`src/rtl/jk_bank_ctrl_if.sv`:
```
// Command and bank bus between a host, the jk_bank_ctrl sequencer and
// the bank of JK flip-flops it drives.
//
// Handshake: the host raises start for one cycle while busy is low and
// done is low. The sequencer samples start, mode, load_val and steps
// only in IDLE. It raises busy while the command executes. It pulses
// done for one cycle at completion. A start that arrives while busy or
// done is high is dropped. abort is honoured only while a count command
// is running.
interface jk_bank_ctrl_if #(
   parameter int WIDTH  = 4,
   parameter int STEP_W = 8
) ();
   logic              start;
   logic [1:0]        mode;
   logic [WIDTH-1:0]  load_val;
   logic [STEP_W-1:0] steps;
   logic              abort;
   logic [WIDTH-1:0]  q_fb;
   logic [WIDTH-1:0]  j;
   logic [WIDTH-1:0]  k;
   logic              ff_rst;
   logic              busy;
   logic              done;
   logic              tc;
   logic [2:0]        dbg_state;

   // Host side: issues commands, returns bank Q
   modport master (
      output start, mode, load_val, steps, abort, q_fb,
      input  j, k, ff_rst, busy, done, tc, dbg_state
   );

   // Sequencer side
   modport slave (
      input  start, mode, load_val, steps, abort, q_fb,
      output j, k, ff_rst, busy, done, tc, dbg_state
   );
endinterface

```
`src/rtl/jk_bank_ctrl.sv`:
```
// Sequencer for a bank of JK flops that form a wrap-around counter
// covering 0..MAX_CNT. It computes per-bit J/K drive from fed-back Q.
// It supports up/down counting for N steps, saturating load and clear.
module jk_bank_ctrl #(
   parameter int WIDTH   = 4,
   parameter int MAX_CNT = 9,
   parameter int STEP_W  = 8
) (
   input logic         clk,
   input logic         rst_n,
   jk_bank_ctrl_if.slave bus
);

   typedef enum logic [2:0] {
      S_IDLE = 3'd0,
      S_RUN  = 3'd1,
      S_LOAD = 3'd2,
      S_CLR  = 3'd3,
      S_DONE = 3'd4
   } state_t;

   localparam logic [WIDTH-1:0] MAX_V = WIDTH'(MAX_CNT);

   state_t            state_q, state_d;
   logic              dir_q, dir_d;          // 1 = count down
   logic [WIDTH-1:0]  load_val_q, load_val_d;
   logic [STEP_W-1:0] rem_q, rem_d;
   logic              busy_q, busy_d;
   logic              done_q, done_d;
   logic              tc_q, tc_d;
   logic              ff_rst_q, ff_rst_d;

   logic [WIDTH-1:0]  tmask;
   logic [WIDTH-1:0]  j_c, k_c;
   logic [WIDTH-1:0]  load_sat;
   logic              wrap;

   // A genuine wrap: terminal value reached in the counting direction.
   // Out-of-range recovery does not count as a wrap.
   assign wrap = dir_q ? (bus.q_fb == '0) : (bus.q_fb == MAX_V);

   // Per-bit J/K drive from state, captured command and bank Q
   always_comb begin
      j_c      = '0;
      k_c      = '0;
      tmask    = '0;
      load_sat = (load_val_q > MAX_V) ? MAX_V : load_val_q;
      case (state_q)
         S_RUN: begin
            if (!bus.abort) begin
               if (!dir_q) begin
                  if (bus.q_fb >= MAX_V) begin
                     k_c = '1;
                  end else begin
                     tmask[0] = 1'b1;
                     for (int i = 1; i < WIDTH; i++)
                        tmask[i] = tmask[i-1] & bus.q_fb[i-1];
                     j_c = tmask;
                     k_c = tmask;
                  end
               end else begin
                  if (bus.q_fb == '0 || bus.q_fb > MAX_V) begin
                     j_c = MAX_V;
                     k_c = ~MAX_V;
                  end else begin
                     tmask[0] = 1'b1;
                     for (int i = 1; i < WIDTH; i++)
                        tmask[i] = tmask[i-1] & ~bus.q_fb[i-1];
                     j_c = tmask;
                     k_c = tmask;
                  end
               end
            end
         end
         S_LOAD: begin
            j_c = load_sat;
            k_c = ~load_sat;
         end
         default: ;
      endcase
   end

   // Next state, command capture and registered status outputs
   always_comb begin
      state_d    = state_q;
      dir_d      = dir_q;
      load_val_d = load_val_q;
      rem_d      = rem_q;
      tc_d       = 1'b0;
      case (state_q)
         S_IDLE: begin
            if (bus.start) begin
               dir_d      = bus.mode[0];
               load_val_d = bus.load_val;
               rem_d      = bus.steps;
               case (bus.mode)
                  2'b00, 2'b01: state_d = (bus.steps == '0) ? S_DONE : S_RUN;
                  2'b10:        state_d = S_LOAD;
                  default:      state_d = S_CLR;
               endcase
            end
         end
         S_RUN: begin
            if (bus.abort) begin
               state_d = S_DONE;
            end else begin
               rem_d = rem_q - STEP_W'(1);
               tc_d  = wrap;
               if (rem_q == STEP_W'(1))
                  state_d = S_DONE;
            end
         end
         S_LOAD:  state_d = S_DONE;
         S_CLR:   state_d = S_DONE;
         S_DONE:  state_d = S_IDLE;
         default: state_d = S_IDLE;
      endcase
      busy_d   = (state_d == S_RUN) || (state_d == S_LOAD) || (state_d == S_CLR);
      done_d   = (state_d == S_DONE);
      ff_rst_d = (state_d == S_CLR);
   end

   // State and output registers; the bank is held in reset while rst_n is low
   always_ff @(posedge clk or negedge rst_n) begin
      if (!rst_n) begin
         state_q    <= S_IDLE;
         dir_q      <= 1'b0;
         load_val_q <= '0;
         rem_q      <= '0;
         busy_q     <= 1'b0;
         done_q     <= 1'b0;
         tc_q       <= 1'b0;
         ff_rst_q   <= 1'b1;
      end else begin
         state_q    <= state_d;
         dir_q      <= dir_d;
         load_val_q <= load_val_d;
         rem_q      <= rem_d;
         busy_q     <= busy_d;
         done_q     <= done_d;
         tc_q       <= tc_d;
         ff_rst_q   <= ff_rst_d;
      end
   end

   assign bus.j         = j_c;
   assign bus.k         = k_c;
   assign bus.busy      = busy_q;
   assign bus.done      = done_q;
   assign bus.tc        = tc_q;
   assign bus.ff_rst    = ff_rst_q;
   assign bus.dbg_state = state_q;

endmodule
```
`src/flat_wrapper.sv`:
```
// flat-port wrapper written by rule: the top's interface ports become plain ports
module jk_bank_ctrl_flat 
#(
   parameter int WIDTH   = 4,
   parameter int MAX_CNT = 9,
   parameter int STEP_W  = 8
)
  (clk, rst_n, bus_start, bus_mode, bus_load_val, bus_steps, bus_abort, bus_q_fb, bus_j, bus_k, bus_ff_rst, bus_busy, bus_done, bus_tc, bus_dbg_state);
  jk_bank_ctrl_if #(.WIDTH(WIDTH), .STEP_W(STEP_W)) bus_i ();
  input logic clk;
  input logic rst_n;
  input wire logic [$bits(bus_i.start)-1:0] bus_start;
  input wire logic [$bits(bus_i.mode)-1:0] bus_mode;
  input wire logic [$bits(bus_i.load_val)-1:0] bus_load_val;
  input wire logic [$bits(bus_i.steps)-1:0] bus_steps;
  input wire logic [$bits(bus_i.abort)-1:0] bus_abort;
  input wire logic [$bits(bus_i.q_fb)-1:0] bus_q_fb;
  output wire logic [$bits(bus_i.j)-1:0] bus_j;
  output wire logic [$bits(bus_i.k)-1:0] bus_k;
  output wire logic [$bits(bus_i.ff_rst)-1:0] bus_ff_rst;
  output wire logic [$bits(bus_i.busy)-1:0] bus_busy;
  output wire logic [$bits(bus_i.done)-1:0] bus_done;
  output wire logic [$bits(bus_i.tc)-1:0] bus_tc;
  output wire logic [$bits(bus_i.dbg_state)-1:0] bus_dbg_state;
  assign bus_i.start = bus_start;
  assign bus_i.mode = bus_mode;
  assign bus_i.load_val = bus_load_val;
  assign bus_i.steps = bus_steps;
  assign bus_i.abort = bus_abort;
  assign bus_i.q_fb = bus_q_fb;
  assign bus_j = bus_i.j;
  assign bus_k = bus_i.k;
  assign bus_ff_rst = bus_i.ff_rst;
  assign bus_busy = bus_i.busy;
  assign bus_done = bus_i.done;
  assign bus_tc = bus_i.tc;
  assign bus_dbg_state = bus_i.dbg_state;
  jk_bank_ctrl #(.WIDTH(WIDTH), .MAX_CNT(MAX_CNT), .STEP_W(STEP_W)) u_core (.clk(clk), .rst_n(rst_n), .bus(bus_i));
endmodule
```
`config.mk`:
```
export PLATFORM = sky130hd
export DESIGN_NAME = jk_bank_ctrl_flat
export DESIGN_NICKNAME = d
export VERILOG_FILES = /design/src/rtl/jk_bank_ctrl_if.sv /design/src/rtl/jk_bank_ctrl.sv /design/src/flat_wrapper.sv
export SDC_FILE = /design/constraint.sdc
export NUM_CORES = 1
export LEC_CHECK = 0
export CORE_MARGIN = 8
export CORE_UTILIZATION = 47
export DETAILED_ROUTE_END_ITERATION = 8
export GPL_ROUTABILITY_DRIVEN = 0
export PLACE_DENSITY_LB_ADDON = 0.05
export RECOVER_POWER = 100
export SKIP_LAST_GASP = 1
export SYNTH_ARGS = -nofsm -noshare
export SYNTH_HDL_FRONTEND = slang
export SYNTH_SLANG_ARGS = --single-unit
export TNS_END_PERCENT = 5
```
`constraint.sdc`:
```
create_clock -name clk -period 2.13 [get_ports clk]
set_input_delay 0.426 -clock clk [delete_from_list [all_inputs] [get_ports clk]]
set_output_delay 0.426 -clock clk [all_outputs]
set_load 0.02 [all_outputs]
```
==> Word level (Yosys, flattened, before mapping) <==
Index checks and enable logic that the tools add are counted.
{ "classes": {"mux": 23, "n_bitwise": 8, "addsub": 1, "shift": 0, "reduce_logical": 12, "n_lt_le_gt_ge": 3, "mul": 0, "n_eq_ne": 13, "div": 0} }
{ "op_table": {"columns": ["operator", "n"], "rows": [
  ["4-bit 2-to-1 mux", 9],
  ["8-bit 2-to-1 mux", 2],
  ["4-bit one-hot mux with 2 select lines", 2],
  ["8-bit one-hot mux with 2 select lines", 1],
  ["3-bit by 2-bit equality test with 1-bit output, second input constant", 4],
  ["3-bit 2-to-1 mux", 4],
  ["3-bit one-hot mux with 3 select lines", 1],
  ["8-bit by 1-bit equality test with 1-bit output, second input constant", 1],
  ["4-bit > comparator, second input constant", 2],
  ["8-bit zero test", 1],
  ["8-bit by 1-bit subtractor with 8-bit output, second input constant", 1],
  ["3-bit by 1-bit equality test with 1-bit output, second input constant", 2],
  ["3-bit one-hot mux with 2 select lines", 1],
  ["1-bit AND", 4],
  ["4-bit equality test, second input constant", 1],
  ["4-bit greater-or-equal comparator, second input constant", 1],
  ["4-bit zero test", 1],
  ["2-bit != test, second input constant", 2],
  ["4-bit inverter", 1],
  ["2-bit OR reduction", 2],
  ["3-bit equality test, second input constant", 1],
  ["3-bit zero test", 1],
  ["1-bit logical OR", 3],
  ["1-bit 2-to-1 mux", 3],
  ["other kinds (7)", 9]
]} }
{ "word_totals": {"latchBits": 0, "out_inout_bits": 15, "ramBits": 0, "in_bits": 22, "rom_bits": 0, "memories": 0, "regBits": 20} }

==> Depth between registers and ports, before layout <==
{ "depth": {"ltp_word": 8, "ltp_mapped": 6} }

==> Worst setup path before layout <==
Ideal clock, no wire load.
{ "synth_timing": {"path_type": "register to output", "start": "register u_core.state_q[2] (netlist: u_core.bus.dbg_state[2])", "end": "output port bus_j[0]", "arrival_time_ps": 1640, "slack_ps": 64, "t_required_ps": 1704, "n_path_buf": 1, "stages_incl_launch_ff": 4, "path_cell_list": "dfrtp_1 buf_2 or3b_2 o21ai_0"} }
{ "synth_between": {"elab_chain_cells": 2, "elab_cells_between_ends": 3, "classes_between": "2 x eq/ne; 1 x mux"} }
{ "synth_lines": {"columns": ["element", "line_no", "source"], "rows": [
  ["start, declared", "jk_bank_ctrl.sv:24", "state_t state_q, state_d;"],
  ["start signal, assigned", "jk_bank_ctrl.sv:135", "state_q <= state_d;"],
  ["3-bit by 2-bit equality test with 1-bit output / 3-bit by 1-bit equality test with 1-bit output (equally long branches)", null, null],
  ["4-bit one-hot mux with 2 select lines *", "jk_bank_ctrl.sv:48", "case (state_q)"],
  ["end, declared", "flat_wrapper.sv:18", "output wire logic [$bits(bus_i.j)-1:0] bus_j;"]
]} }
Mark *: on every way between the ends. The rest lies on a longest branch, timed or not.

==> Final worst setup path <==
{ "layout_timing": {"start": "register u_core.state_q[2] (netlist: u_core.bus.dbg_state[2])", "end": "output port bus_k[2]"} }
{ "layout_between": {"elab_chain_cells": 2, "elab_cells_between_ends": 3, "classes_between": "2 x eq/ne; 1 x mux"} }
{ "layout_lines": {"columns": ["element", "line_no", "source"], "rows": [
  ["3-bit by 2-bit equality test with 1-bit output / 3-bit by 1-bit equality test with 1-bit output (equally long branches)", null, null],
  ["4-bit one-hot mux with 2 select lines *", "jk_bank_ctrl.sv:48", null],
  ["end, declared", "flat_wrapper.sv:19", "output wire logic [$bits(bus_i.k)-1:0] bus_k;"]
]} }
Marks and branches as above.

==> impl_metrics.py <==
metrics = {
    "sta": {
        "setup_slack_ps": 63.0,
        "finClkSkew_ps": 13.9,
        "worst_pin_slew_ps": 1070,
        "fmax_mhz": 484,
        "report.final.slew_viol_count": 0,
        "setup_viol": 0,
        "worst_slew_margin_rel_pct": 28.4,
        "fin_crit_sh_pct": 97.0,
        "post-route-min-period_ps": 2070,
        "rsz0062_at_grt": "true",
        "final_hold_viol_count": 0,
    },
    "route": {
        "drtAntennaViolNets": 0,
        "routed_wl_um": 3920,
        "drt_iter0_markers": 130,
        "routedWlPerCell_um": 15.9,
        "avgViaCountPerCell": 5.87,
        "drc": 0,
        "dr.pass1.iters": 4,
        "vias": 1451,
    },
    "finish": {
        "num-nets-final": 241,
        "diodes": 0,
        "multiInputGateArea_sq_um": 861,
        "register_area_sq_um": 503,
        "areaGrowthSynthToFinish_pct": 47.6,
        "nFillCells": 222,
        "final_cells": 247,
        "drive_above_1_share_pct": 25.5,
    },
    "synth": {
        "synth.area.mux_share_pct": 0,
        "synth_cells": 162,
        "ys_warn_count": 0,
        "seq_area_frac_synth_pct": 37.6,
        "synth_edf_count": 0,
        "synthSimpleGateAreaFrac_pct": 33.1,
        "async_flop_share_pct": 100,
        "syn-cell-area_sq_um": 1330,
        "ys_types": 45,
        "ys_ff_latch": 20,
        "synth_compound_area_share_pct": 22.8,
        "synth_top_family_by_area": "simple AND/OR/NAND/NOR gates",
        "synth-adder-area-share_pct": 1.88,
        "syn-num-nets": 186,
        "synth-xor-area-share_pct": 0.657,
        "synth_top_flop_cell": "dfrtp_1",
        "syn_avg_cell_area_sq_um": 8.23,
    },
    "placed_design": {
        "pre_cts_ws_ps": -565,
        "io_buffer_count": 36,
        "dp_hpwl_um": 2950,
        "placedCellCount": 241,
    },
    "global_route": {
        "antenna_found_initial": 0,
        "grt_pass1_vias": 1371,
        "track_usage_pct": 16.3,
        "grt_pass1_wl_um": 6710,
        "grt_max_degree": 21,
        "overflow": 0,
    },
    "clocking": {
        "cts_buffers": 3,
        "cts_tree": "done",
        "htree_num_levels": 1,
        "clockRootBuffer": "clkbuf_4",
        "cts_num_sinks": 20,
        "clk_pin_slew_ps": 110,
        "postCtsHoldBufs": 0,
        "clockBufferDepth": 2,
        "insertion_delay_ps": 300,
    },
    "floorplan": {
        "dieArea_sq_um": 4800,
        "io_pins": 37,
        "start_util_pct": 48.8,
        "rows": 19,
        "coreArea_sq_um": 2730,
        "chipHeight_um": 69.3,
        "chipWidth_um": 69.3,
    },
    "flow_run": {
        "max-cap-violations": 0,
    },
    "worst_setup_path": {
        "start_kind": "flip-flop",
        "worst-setup-path-type": "reg -> out",
        "crit_required_ps": 1700,
        "crit_arrival_ps": 1640,
        "path_max_fanout": 5,
        "endpoint_kind": "output port",
    },
    "power_and_ir_drop": {
        "finalPower_mw": 2.09,
        "leakage_nw": 0.849,
        "p_per_area_nw_per_um2": 1060,
        "vdd_drop_max_mv": 0.688,
    },
    "hold_path": {
        "hp-class": "in -> reg",
    },
    "status": {
        "status": "finished, final reports clean",
    },
}
## per-layer routing
layer / global-route usage [%] / wire length [um] / part of all wire, % / vias up
met5: 0 / 0 / 0 / -
met4: 4.78 / 44 / 1.1 / 0
met3: 4.15 / 285 / 7.3 / 4
met2: 25.2 / 1830 / 47 / 57
met1: 21.7 / 1760 / 45 / 687
li1: - / - / - / 703
## critical path: stages (launching register included)
cell	delay [ps]
dfrtp_2	460
buf_4	180
nor3b_4	250
nand2b_4	100
o22ai_1	180
buf_4	170
## cells in the final DEF (no fill, tap or decap), types with 4 or more instances in the layout
master,Yosys,layout
a21oi_1,14,12
buf_4,1,23
buf_6,0,4
clkdlybuf4s50_1,0,18
dfrtp_1,19,18
dlygate4sd3_1,0,5
nand2_1,19,19
nand3_1,9,9
nor2_1,15,14
nor3_1,7,5
nor4_1,5,4
o21ai_0,14,9
o21ai_1,1,6
## worst paths after layout
kind | from | end | slack (ps) | cells after the start
worst max register to register | u_core.bus.dbg_state[1] | u_core.rem_q[0] | 260 | 6
worst min-delay path | bus_q_fb[1] | u_core.bus.tc | 500 | 3
max in group asynchronous | rst_n | u_core.bus.dbg_state[2] | 600 | 2
worst max-delay path | u_core.bus.dbg_state[2] | bus_k[2] | 60 | 5
min in group asynchronous | rst_n | u_core.rem_q[5] | 820 | 2
worst min register to register | u_core.load_val_q[0] | u_core.load_val_q[0] | 500 | 2
## final cells by class
type | count | area share, %
inverter | 3 | 0.572
clock buffer | 4 | 1.34
sequential | 20 | 25.6
timing repair buffer | 59 | 26.8
multi-input combinational | 130 | 43.7
tap | 31 | 1.97
## state kept, by name, indices dropped and copies added (netlist names)
name and cells:
u_core.bus.busy 1, u_core.bus.dbg_state 3, u_core.bus.done 1, u_core.bus.ff_rst 1
u_core.bus.tc 1, u_core.dir_q 1, u_core.load_val_q 4, u_core.rem_q 8
## logic make-up (layout without fill, tap and decap cells)
logic type	Yosys count	count (layout)
AND/OR/NAND/NOR	78	78
buffers and inverters	12	66
XOR/XNOR	1	1
adder cells (fa/ha/maj)	2	2
flip-flops	20	20
AO/OA/AOI/OAI	49	49
## cells in the mapped netlist (3+ instances only)
| master | count | area share [%] |
|---|---|---|
| dfrtp_1 | 19 | 36 |
| nand2_1 | 19 | 5.3 |
| nor2_1 | 15 | 4.2 |
| a21oi_1 | 14 | 5.3 |
| o21ai_0 | 14 | 5.3 |
| nand3_1 | 9 | 3.4 |
| nor3_1 | 7 | 2.6 |
| clkbuf_1 | 5 | 1.4 |
| nor4_1 | 5 | 2.3 |
| a21o_1 | 3 | 1.7 |
| a31oi_1 | 3 | 1.4 |
| buf_2 | 3 | 1.1 |
| inv_1 | 3 | 0.84 |
| nor3b_1 | 3 | 1.7 |
## power breakdown
part	leakage, nW	switching [mW]	internal [mW]
sequential	0.240	0.165	0.541
clock	0.0150	0.107	0.0729
combinational	0.593	0.662	0.542
total	0.849	0.935	1.16
## per-stage QoR
| stage | util [%] | hold slack [ps] | instance area, sq um | setup TNS, ps |
|---|---|---|---|---|
| global placement | 68.1 | 475 | 1860 | -3890 |
| finish | 72.0 | 495 | 1970 | 0 |
| floorplan | - | 130 | 1330 | 0 |
| global route | 72.0 | 510 | 1970 | -78.9 |
| CTS | 70.0 | 453 | 1910 | -27.4 |
| detailed placement | 68.1 | 475 | 1860 | -4140 |
## what timing repair did
action	in CTS	in global routing
gates resized for setup	54	21
pin swaps	1	6
buffers inserted	0	2
endpoints found under the setup margin	8	8
cloned	0	0
No activity file was read; power rests on OpenSTA's default activity.
